<file path="config.mk">
export PLATFORM = sky130hd
export DESIGN_NAME = alu_wide_sequencer
export DESIGN_NICKNAME = d
export VERILOG_FILES = /design/src/rtl/alu_wide_sequencer.sv
export SDC_FILE = /design/constraint.sdc
export NUM_CORES = 1
export LEC_CHECK = 0
export CORE_UTILIZATION = 46
export CTS_CLUSTER_DIAMETER = 80
export DETAILED_ROUTE_END_ITERATION = 8
export GPL_TIMING_DRIVEN = 0
export PLACE_DENSITY = 0.81
export REMOVE_ABC_BUFFERS = 1
export SLEW_MARGIN = 25
export SYNTH_ARGS = -nofsm -noshare
export SYNTH_HDL_FRONTEND = slang
export SYNTH_SLANG_ARGS = --single-unit
</file>
<file path="constraint.sdc">
create_clock -name Clock -period 1.7 [get_ports Clock]
set_input_delay 0.34 -clock Clock [delete_from_list [all_inputs] [get_ports Clock]]
set_output_delay 0.34 -clock Clock [all_outputs]
set_load 0.1 [all_outputs]
</file>
<file path="src/rtl/alu_wide_sequencer.sv">
// Drives one 32-bit ALU over one or two passes to perform 32/64-bit adds.
// Returns a 64-bit result with merged flags over a valid/ready response.
module alu_wide_sequencer #(
  parameter int          WORD_W     = 32,
  parameter logic [4:0]  FUNSEL_ADD = 5'b10100,
  parameter logic [4:0]  FUNSEL_ADC = 5'b10101
) (
  input  logic                Clock,
  input  logic                Reset,
  input  logic                ReqValid,
  output logic                ReqReady,
  input  logic [1:0]          ReqOp,
  input  logic [2*WORD_W-1:0] ReqA,
  input  logic [2*WORD_W-1:0] ReqB,
  output logic [WORD_W-1:0]   AluA,
  output logic [WORD_W-1:0]   AluB,
  output logic [4:0]          AluFunSel,
  output logic                AluWF,
  input  logic [WORD_W-1:0]   AluOut,
  input  logic [3:0]          AluFlags,
  output logic                RespValid,
  input  logic                RespReady,
  output logic [2*WORD_W-1:0] RespResult,
  output logic [3:0]          RespFlags,
  output logic                RespErr
);

  localparam logic [1:0] OP_ADD32 = 2'b00;
  localparam logic [1:0] OP_ADC64 = 2'b10;
  localparam logic [1:0] OP_RSVD  = 2'b11;

  typedef enum logic [1:0] {IDLE, LO, HI, RESP} state_t;

  state_t              state_q, state_d;
  logic [1:0]          op_q, op_d;
  logic [2*WORD_W-1:0] a_q, a_d;
  logic [2*WORD_W-1:0] b_q, b_d;
  logic [WORD_W-1:0]   res_lo_q, res_lo_d;
  logic [WORD_W-1:0]   res_hi_q, res_hi_d;
  logic                z_lo_q, z_lo_d;
  logic [WORD_W-1:0]   alu_a_q, alu_a_d;
  logic [WORD_W-1:0]   alu_b_q, alu_b_d;
  logic [4:0]          alu_fs_q, alu_fs_d;
  logic                alu_wf_q, alu_wf_d;
  logic                req_ready_q, req_ready_d;
  logic                resp_valid_q, resp_valid_d;
  logic [2*WORD_W-1:0] resp_result_q, resp_result_d;
  logic [3:0]          resp_flags_q, resp_flags_d;
  logic                resp_err_q, resp_err_d;

  always_comb begin
    state_d       = state_q;
    op_d          = op_q;
    a_d           = a_q;
    b_d           = b_q;
    res_lo_d      = res_lo_q;
    res_hi_d      = res_hi_q;
    z_lo_d        = z_lo_q;
    alu_a_d       = '0;
    alu_b_d       = '0;
    alu_fs_d      = '0;
    alu_wf_d      = 1'b0;
    resp_valid_d  = resp_valid_q;
    resp_result_d = resp_result_q;
    resp_flags_d  = resp_flags_q;
    resp_err_d    = resp_err_q;
    unique case (state_q)
      IDLE: begin
        if (ReqValid && req_ready_q) begin
          op_d = ReqOp;
          a_d  = ReqA;
          b_d  = ReqB;
          if (ReqOp == OP_RSVD) begin
            state_d = RESP;
          end else begin
            state_d  = LO;
            alu_a_d  = ReqA[WORD_W-1:0];
            alu_b_d  = ReqB[WORD_W-1:0];
            alu_wf_d = 1'b1;
            alu_fs_d = (ReqOp == OP_ADC64) ? FUNSEL_ADC : FUNSEL_ADD;
          end
        end
      end
      LO: begin
        res_lo_d = AluOut;
        if (op_q == OP_ADD32) begin
          state_d = RESP;
        end else begin
          state_d  = HI;
          alu_a_d  = a_q[2*WORD_W-1:WORD_W];
          alu_b_d  = b_q[2*WORD_W-1:WORD_W];
          alu_fs_d = FUNSEL_ADC;
          alu_wf_d = 1'b1;
        end
      end
      HI: begin
        z_lo_d   = AluFlags[3];
        res_hi_d = AluOut;
        state_d  = RESP;
      end
      RESP: begin
        // First RESP cycle: WF is low, so AluFlags now holds the last pass.
        if (!resp_valid_q) begin
          resp_valid_d = 1'b1;
          resp_err_d   = (op_q == OP_RSVD);
          if (op_q == OP_RSVD) begin
            resp_result_d = '0;
            resp_flags_d  = '0;
          end else if (op_q == OP_ADD32) begin
            resp_result_d = {{WORD_W{1'b0}}, res_lo_q};
            resp_flags_d  = AluFlags;
          end else begin
            resp_result_d = {res_hi_q, res_lo_q};
            resp_flags_d  = {z_lo_q & AluFlags[3], AluFlags[2:0]};
          end
        end else if (RespReady) begin
          resp_valid_d  = 1'b0;
          resp_result_d = '0;
          resp_flags_d  = '0;
          resp_err_d    = 1'b0;
          state_d       = IDLE;
        end
      end
      default: state_d = IDLE;
    endcase
    req_ready_d = (state_d == IDLE);
  end

  always_ff @(posedge Clock or negedge Reset) begin
    if (!Reset) begin
      state_q       <= IDLE;
      op_q          <= '0;
      a_q           <= '0;
      b_q           <= '0;
      res_lo_q      <= '0;
      res_hi_q      <= '0;
      z_lo_q        <= 1'b0;
      alu_a_q       <= '0;
      alu_b_q       <= '0;
      alu_fs_q      <= '0;
      alu_wf_q      <= 1'b0;
      req_ready_q   <= 1'b0;
      resp_valid_q  <= 1'b0;
      resp_result_q <= '0;
      resp_flags_q  <= '0;
      resp_err_q    <= 1'b0;
    end else begin
      state_q       <= state_d;
      op_q          <= op_d;
      a_q           <= a_d;
      b_q           <= b_d;
      res_lo_q      <= res_lo_d;
      res_hi_q      <= res_hi_d;
      z_lo_q        <= z_lo_d;
      alu_a_q       <= alu_a_d;
      alu_b_q       <= alu_b_d;
      alu_fs_q      <= alu_fs_d;
      alu_wf_q      <= alu_wf_d;
      req_ready_q   <= req_ready_d;
      resp_valid_q  <= resp_valid_d;
      resp_result_q <= resp_result_d;
      resp_flags_q  <= resp_flags_d;
      resp_err_q    <= resp_err_d;
    end
  end

  assign ReqReady   = req_ready_q;
  assign AluA       = alu_a_q;
  assign AluB       = alu_b_q;
  assign AluFunSel  = alu_fs_q;
  assign AluWF      = alu_wf_q;
  assign RespValid  = resp_valid_q;
  assign RespResult = resp_result_q;
  assign RespFlags  = resp_flags_q;
  assign RespErr    = resp_err_q;

endmodule

</file>
==> metrics.cfg, run 1 <==
[outcome]
status = complete, but fails checks
violations = negative setup slack

[finish]
stdcell_count = 1273
design_area_mm2 = 0.01472
drive_gt1_frac = 0.4072
nets = 1148
final_util = 0.7004
syn2layout_area_growth_pct = 49.50

[sta]
tightestPinTransition_ns = 0.6559
setup_viol = 97
period_minus_slack_ns = 1.833
finalHoldViolCount = 0
report.final.slew_viol_count = 0
slew_headroom = 0.5627
fin_ws_ns = -0.1330
fin_hold_ws_ns = 0.4184
fmax_mhz = 545.6
period_share = 1.078
fin_skew_ns = 0.01563
rsz0062_at_grt = true

[synthesis]
synth_common_cells = dfrtp_1, a22o_1, mux2_2
synthFlopType = dfrtp_1
yosys_warnings = 0
synth.avg_cell_area_um2 = 16.17
synth_area_mm2 = 0.009848
synth.area.top_cells = dfrtp_1, mux2_2, a22o_1
synth_top_cell_area_share = 0.6861
synth_cell_types = 26
yosysMostFrequentCell = dfrtp_1
yosysTopAreaCell = dfrtp_1
synth-async-reset-ratio = 1.000
synth_cells = 609
yosysSeqAreaShare = 0.6861
synth_edf_count = 0
synth-seq-cells = 270

[setup_path]
startpoint_type = flop
path_max_fanout = 5
cp_slowest_cell = dfrtp_2
crit_path_end_kind = flop
worst_path_largest_cell_delay_ns = 0.43
crit_type = flop to flop
crit_arrival_ns = 2.24
cp.required_ns = 2.11
crit_top_cell = buf_12
crit_chain = nor4bb_4 -> buf_6 -> buf_12 -> buf_12 -> buf_12 -> buf_8 -> mux2_4

[cts]
clockBufferDepth = 3
clk_latency_ns = 0.52
cts_tree = done
clockRootBuffer = clkbuf_16
clk_pin_slew_ns = 0.06
cts_buffers = 27
cts.htree.levels = 1
cts_sinks = 270

[detailed_routing]
drtPass1Iterations = 6
wl_um = 27740
drc = 0
drt_iter0_drc = 236
viasPerCell = 5.357
vias = 6820
detail_route.wl_per_cell_um = 21.79
antenna_left = 0

[die]
die_h_um = 148.3
fp.coreArea_mm2 = 0.02102
row_count = 53
io_pins = 311
die_w_um = 148.3
start_util = 0.4685
die-area_mm2 = 0.02200

[global_route]
track_usage = 0.2505
grt_pass1_wl_um = 42370
antenna_found_initial = 1
grt_max_degree = 94
gr-total-overflow = 0
grt_pass1_vias = 7322

[worst_hold_path]
hp-class = input pin to flop

[power_and_ir_drop]
vdd_drop_max_mv = 1.348
leakage_uw = 0.007096
finalPower_uw = 29250
powerDensity_mw_per_mm2 = 1987

[placement]
place_area_mm2 = 0.01349
hpwl_um = 17200
portBuffers = 308
dpl.cell_count = 1170
gp_congestion = 0.7528

[job]
cap_violations = 0

## path summary, 6_finish.rpt
check	endpoint	slack (ns)	startpoint	cells after the start
max	a_q[51]	-0.13	state_q[1]	7
min	AluB[31]	0.42	ReqB[31]	2
max reg2reg	a_q[51]	-0.13	state_q[1]	7
min reg2reg	RespResult[25]	0.48	res_lo_q[25]	1
min in group asynchronous	RespResult[23]	0.43	Reset	2
max in group asynchronous	op_q[0]	0.35	Reset	3
## where the power goes
part,switching [uW],internal (uW),leakage [uW]
registers,1290,8780,0.00345
clock network,2430,3540,0.000435
logic,8510,4690,0.00321
## per-stage QoR
step            TNS, ns  setup slack (ns)
3_3_place_gp   -4949.70            -12.77
4_1_cts          -6.903           -0.1303
6_report         -6.014           -0.1330
2_1_floorplan  -1220.98            -8.187
3_5_place_dp    -125.90           -0.9198
5_1_grt          -12.97           -0.1893
## area by class of cell
cell class	instances	area (um^2)
Timing Repair Buffer	387	3625
Antenna cell	1	2.502
Fill cell	1363	6299
Clock buffer	37	753.2
Sequential cell	270	6763
Tap cell	275	344.1
Clock inverter	11	135.1
Inverter	1	3.754
Multi-Input combinational cell	291	3097
## layout by cell type, fill, tap and decap left out, drive strengths merged, types with 3 or more instances in the layout
cell / instances
dfrtp: 270
buf: 206
clkdlybuf4s50: 168
a22o: 132
mux2: 131
clkbuf: 48
clkinv: 6
nor2: 4
nor2b: 4
bufinv: 3
## cell families (layout without fill, tap and decap cells)
kind of cell | count (synthesis) | count (layout) | synth area share
compound gates | 141 | 141 | 0.1259
mux | 131 | 131 | 0.1498
buf+inv | 49 | 436 | 0.02833
xor+xnor | 1 | 1 | 0.0008895
flops | 270 | 270 | 0.6861
other cells | 1 | 3 | 0.0003808
simple gates | 16 | 16 | 0.008639
## critical path: cells and delay by family, from the launching register on
family	cells	cell delay, ns
multiplexers	1	0.30
buffers and inverters	5	0.63
AND/OR/NAND/NOR	1	0.35
flip-flops	1	0.43
## per-layer routing
layer | part of all wire | track usage | up-vias
met4 | 0.027 | 0.07113 | 0
li1 | - | - | 2995
met5 | 0 | 0 | -
met3 | 0.089 | 0.08252 | 50
met1 | 0.39 | 0.3076 | 3485
met2 | 0.49 | 0.4218 | 290
## flip-flops by register name (all words and copies together) (netlist names)
signal,cells
a_q,32
RespErr,1
AluB,32
RespFlags,4
z_lo_q,1
res_lo_q,32
ReqReady,1
op_q,2
RespValid,1
b_q,32
RespResult,64
AluA,32
AluFunSel,2
res_hi_q,32
state_q,2
## what timing repair did
action	CTS	global route
endpoints found under the setup margin	373	175
hold buffers	1	0
cloned	8	2
resized for setup	792	23
endpoints found under the hold margin	85	0
pin swaps	34	21
buffers inserted	40	11
(Power assumes the default switching activity.)
==> run 2: changes to the inputs <==
CORE_UTILIZATION = 40   (was 46)
CTS_CLUSTER_DIAMETER = 150   (was 80)
PLACE_DENSITY = 0.73   (was 0.81)
RECOVER_POWER = 50   (was unset)
==> run 2 against run 1 <==
The run still ends with negative setup slack left. Sequential share of layout area rose by 0.75 points. Via count fell by 2.7%. Final cell count rose by 2.7%. Critical path type unchanged. Critical endpoint is now b_q[46].
==> metrics.cfg, run 2 (synthesis results as in run 1) <==
[outcome]
status = complete, but fails checks
violations = negative setup slack

[worst_hold_path]
hp-class = input pin to asynchronous set/reset pin

[finish]
nets = 1133
drive_gt1_frac = 0.3931
final_cell_mix = dfrtp_1, clkdlybuf4s50_1, a22o_1
syn2layout_area_growth_pct = 47.01
multi_input_area_mm2 = 0.002960
layout_commonest_cell = dfrtp_1
design_area_mm2 = 0.01448
register_area_mm2 = 0.006759
largest_reg_flops = 64
nFillCells = 1921
final_util = 0.5971

[detailed_routing]
drtPass1Iterations = 4
antenna_left = 0
vias = 6638
wl_um = 26530
drt_iter0_drc = 302
detail_route.wl_per_cell_um = 20.28
drc = 0
viasPerCell = 5.075

[die]
start_util = 0.4061
die-area_mm2 = 0.02525
row_count = 57
die_w_um = 158.9
die_h_um = 158.9
io_pins = 311
fp.coreArea_mm2 = 0.02425

[sta]
setup_tns_ns = -9.753
rsz0062_at_grt = true
fin_ws_ns = -0.1801
slew_headroom = 0.4306
fin_hold_ws_ns = 0.2944
tightestPinTransition_ns = 0.8542
finalHoldViolCount = 0
period_minus_slack_ns = 1.880
period_share = 1.106
report.final.slew_viol_count = 0
fmax_mhz = 531.9
setup_viol = 141
fin_skew_ns = 0.008657

[power_and_ir_drop]
p_switching_uw = 11950
vdd_drop_max_mv = 1.441
leakage_uw = 0.006869
p_seq_frac = 0.349
p_int_uw = 16640
powerDensity_mw_per_mm2 = 1974
swShare = 0.4179
clkPwrFrac = 0.212
p_comb_frac = 0.439

[setup_path]
cp_slowest_cell = dfrtp_2
worst_path_largest_cell_delay_ns = 0.44
crit_type = flop to flop
path_max_fanout = 5
crit_top_cell = buf_12
reg2reg_from = state_q[1]
r2r_end = b_q[46]
ff2ff_setup_slack_ns = -0.18
path_delay_family = buffers and inverters
worst-path-buf-inv = 6
cp.required_ns = 2.11
crit_path_end_kind = flop
crit_arrival_ns = 2.29
startpoint_type = flop
r2r_cells = 8
crit_chain = nor4bb_4 -> buf_6 -> buf_12 -> buf_12 -> buf_12 -> buf_12 -> buf_8 -> mux2_4

[global_route]
track_usage = 0.2112
grt_pass1_vias = 7246
grt_pass1_wl_um = 41850
gr-total-overflow = 0
grt_max_degree = 95
antenna_found_initial = 3

[cts]
cts.htree.levels = 1
cts_sinks = 270
clk_latency_ns = 0.53
cts_buffers = 29
clockRootBuffer = clkbuf_16
clk_pin_slew_ns = 0.06
cts_tree = done
clockBufferDepth = 3

[placement]
hpwl_um = 17730
place_area_mm2 = 0.01359
dp_slack_ns = -1.069
portBuffers = 308
gp_congestion = 0.7461

[job]
cap_violations = 0

-- run 2: changes by cell type in the layout (fill, tap and decap cells not counted), sizes merged --
| cell | delta |
|---|---|
| buf | -51 |
| bufbuf | -1 |
| bufinv | -2 |
| clkbuf | +43 |
| clkinv | -3 |
| clkinvlp | -1 |
| diode | +1 |
-- run 2: power by group through the flow --
stage          Combinational [uW]  Clock [uW]  Sequential, uW
2_1_floorplan                3630           0           15100
3_3_place_gp                12700           0           10100
3_5_place_dp                12700           0           10100
4_1_cts                     12600        6210            9970
5_1_grt                     13100        6480           10300
6_report                    12500        6060            9990
-- run 2: stage by stage --
step / total power (uW) / instances
6_report: 28590 / 1308
5_1_grt: 29830 / 1308
4_1_cts: 28800 / 1301
3_5_place_dp: 22830 / 1219
3_3_place_gp: 22790 / 1194
2_1_floorplan: 18780 / 562
-- run 2: worst max-delay path by stage --
stage / cells past startpoint / to / startpoint / slack [ns]
after detailed placement: 8 / b_q[46] / ReqValid / -1.07
after global routing: 8 / b_q[46] / state_q[1] / -0.23
final: 8 / b_q[46] / state_q[1] / -0.18
after global placement: 4 / AluB[3] / ReqValid / -13.21
after floorplan: 3 / AluA[0] / ReqReady / -8.19
after CTS: 8 / b_q[46] / state_q[0] / -0.18
-- run 2: cell type report --
cell class | count | share of cell area
antenna | 2 | 0.0003457
clock buffer | 45 | 0.05980
clock inverter | 5 | 0.003630
inverter | 1 | 0.0002593
multi-input combinational | 291 | 0.2045
sequential | 270 | 0.4669
tap | 324 | 0.02800
timing repair buffer | 370 | 0.2366
-- run 2: layer usage --
metal  GRT usage  vias up  routed length (um)
met1      0.2543     3375               10640
met4     0.06294        2                 546
met5           0        -                  13
met2      0.3471      251               12610
li1            -     2968                   -
met3     0.08621       42                2717
-- run 2: repair_timing --
item,CTS,global route
buffers inserted,28,9
setup endpoints to repair,388,171
hold endpoints to repair,42,0
cloned,5,3
hold buffers,1,0
pin swaps,23,34
resized for setup,759,50
==> run 3: changes to the inputs <==
DONT_BUFFER_PORTS = 1   (was unset)
PLACE_DENSITY = 0.56   (was 0.73)
==> run 3 against run 2 <==
The run ends with negative hold slack, negative setup slack left. Total power shrank 2.1%. Final cell count shrank 11%. Via count shrank 6.2%. Clock skew shrank 0.00075 ns. Register-to-register slack lost 0.13 ns. Non-clock buffer count shrank 146. Clock power shrank 3.5%. Die area is the same. Routed wire length is essentially flat. Sequential cell count is the same. Largest cell class unchanged.
==> metrics.cfg, run 3 (synthesis results as in run 1) <==
[job]
cap_violations = 0

[cts]
cts.htree.levels = 1
clk_pin_slew_ns = 0.06
cts_tree = done
cts_buffers = 28
clockBufferDepth = 3
cts_sinks = 270
clockRootBuffer = clkbuf_16
clk_latency_ns = 0.53

[placement]
hpwl_um = 14900
gp_congestion = 0.7564
place_area_mm2 = 0.01038
portBuffers = 0
dp_slack_ns = -1.751

[die]
die-area_mm2 = 0.02525
die_w_um = 158.9
row_count = 57
start_util = 0.4061
die_h_um = 158.9
fp.coreArea_mm2 = 0.02425
io_pins = 311

[global_route]
gr-total-overflow = 0
gr-usage-met3 = 0.06844
grt.busiest_layer = met2
track_usage = 0.2059
grt_pass1_wl_um = 41140
grt_max_degree = 271
grt_pass1_vias = 7120
antenna_found_initial = 0
grtUsageMet2 = 0.3461
met1_usage = 0.2480

[detailed_routing]
antenna_left = 0
drtPass1Iterations = 4
detail_route.wl_per_cell_um = 22.86
drt_iter0_drc = 356
vias = 6226
wl_um = 26520
viasPerCell = 5.367
drc = 0

[finish]
multi_input_area_mm2 = 0.003128
register_area_mm2 = 0.006938
syn2layout_area_growth_pct = 40.99
nFillCells = 1873
nets = 988
design_area_mm2 = 0.01388
layout_commonest_cell = dlygate4sd3_1
final_util = 0.5726
antennaDiodeCount = 0
drive_gt1_frac = 0.4617
final_cell_mix = dlygate4sd3_1, dfrtp_2, a22o_1
largest_reg_flops = 64

[power_and_ir_drop]
powerDensity_mw_per_mm2 = 2015
vdd_drop_max_mv = 1.046
leakage_uw = 0.006026
finalPower_uw = 27980

[sta]
slew_headroom = 0.4461
finalHoldViolCount = 270
fmax_mhz = 496.5
report.final.slew_viol_count = 0
rsz0062_at_grt = true
tightestPinTransition_ns = 0.8345
setup_viol = 134
fin_ws_ns = -0.3142
period_share = 1.185
period_minus_slack_ns = 2.014
fin_skew_ns = 0.007905
fin_hold_ws_ns = -0.4969

[setup_path]
crit_arrival_ns = 2.42
crit_path_end_kind = flop
crit_type = flop to flop
startpoint_type = flop
crit_top_cell = buf_12
cp.required_ns = 2.11
cp_slowest_cell = dfrtp_4
crit_chain = nor4bb_4 -> buf_6 -> buf_12 -> buf_12 -> buf_12 -> buf_12 -> mux2_4
worst_path_largest_cell_delay_ns = 0.61
path_max_fanout = 7

[outcome]
status = complete, but fails checks
violations = negative hold slack, negative setup slack

[worst_hold_path]
hp-class = input pin to asynchronous set/reset pin

run 3: cell count changes in the layout (fill, tap and decap cells not counted), sizes merged, moves of 2 or more:
cell,before,now
dlygate4sd3,1,166
clkinv,3,11
diode,2,0
buf,155,55
clkdlybuf4s50,168,0
clkbuf,91,38
run 3: repair_timing:
| action | CTS | global route |
|---|---|---|
| endpoints found under the hold margin | 469 | 271 |
| gates cloned | 6 | 3 |
| pin swaps | 25 | 17 |
| resized for setup | 212 | 30 |
| hold buffers | 165 | 1 |
| setup buffers | 31 | 6 |
| endpoints found under the setup margin | 383 | 150 |
run 3: layout make-up:
class                           count  area share
Timing Repair Buffer              224      0.1826
Sequential cell                   270      0.4997
Tap cell                          324     0.02920
Clock inverter                     13    0.006939
Inverter                            1   0.0002703
Clock buffer                       35     0.05605
Multi-Input combinational cell    293      0.2253
run 3: final timing paths:
| kind | from | end | slack, ns | cells past startpoint |
|---|---|---|---|---|
| max in group asynchronous | Reset | AluFunSel[2] | 1.76 | 0 |
| min in group Clock | AluFlags[3] | RespFlags[3] | 0.06 | 2 |
| worst min register to register | res_hi_q[30] | RespResult[62] | 0.49 | 1 |
| worst min-delay path | Reset | RespResult[7] | -0.50 | 0 |
| worst max-delay path | ReqReady | a_q[37] | -0.31 | 7 |
| worst max register to register | ReqReady | a_q[37] | -0.31 | 7 |
run 3: per-layer routing:
metal / share of wire / wire length (um)
met1: 0.39 / 10270
met2: 0.50 / 13200
met3: 0.091 / 2407
met4: 0.024 / 636
met5: 0 / 0
run 3: power breakdown:
group | internal, uW | leakage (uW) | switching (uW)
combinational | 3790 | 0.00234 | 2460
sequential | 8850 | 0.00324 | 7040
clock | 3370 | 0.000440 | 2480
run 3: critical path, delay by kind of cell (launching register included):
| kind | cells | cell delay [ns] |
|---|---|---|
| buffers and inverters | 5 | 0.64 |
| flip-flops | 1 | 0.61 |
| AND/OR/NAND/NOR | 1 | 0.33 |
| multiplexers | 1 | 0.30 |
run 3: through the flow:
stage	setup TNS, ns	cells	hold WS, ns
3_3_place_gp	-1884.94	886	0.04965
2_1_floorplan	-1220.98	562	0.04441
5_1_grt	-33.97	1160	-0.5255
4_1_cts	-23.75	1155	-0.5116
6_report	-26.43	1160	-0.4969
3_5_place_dp	-228.93	907	0.05100
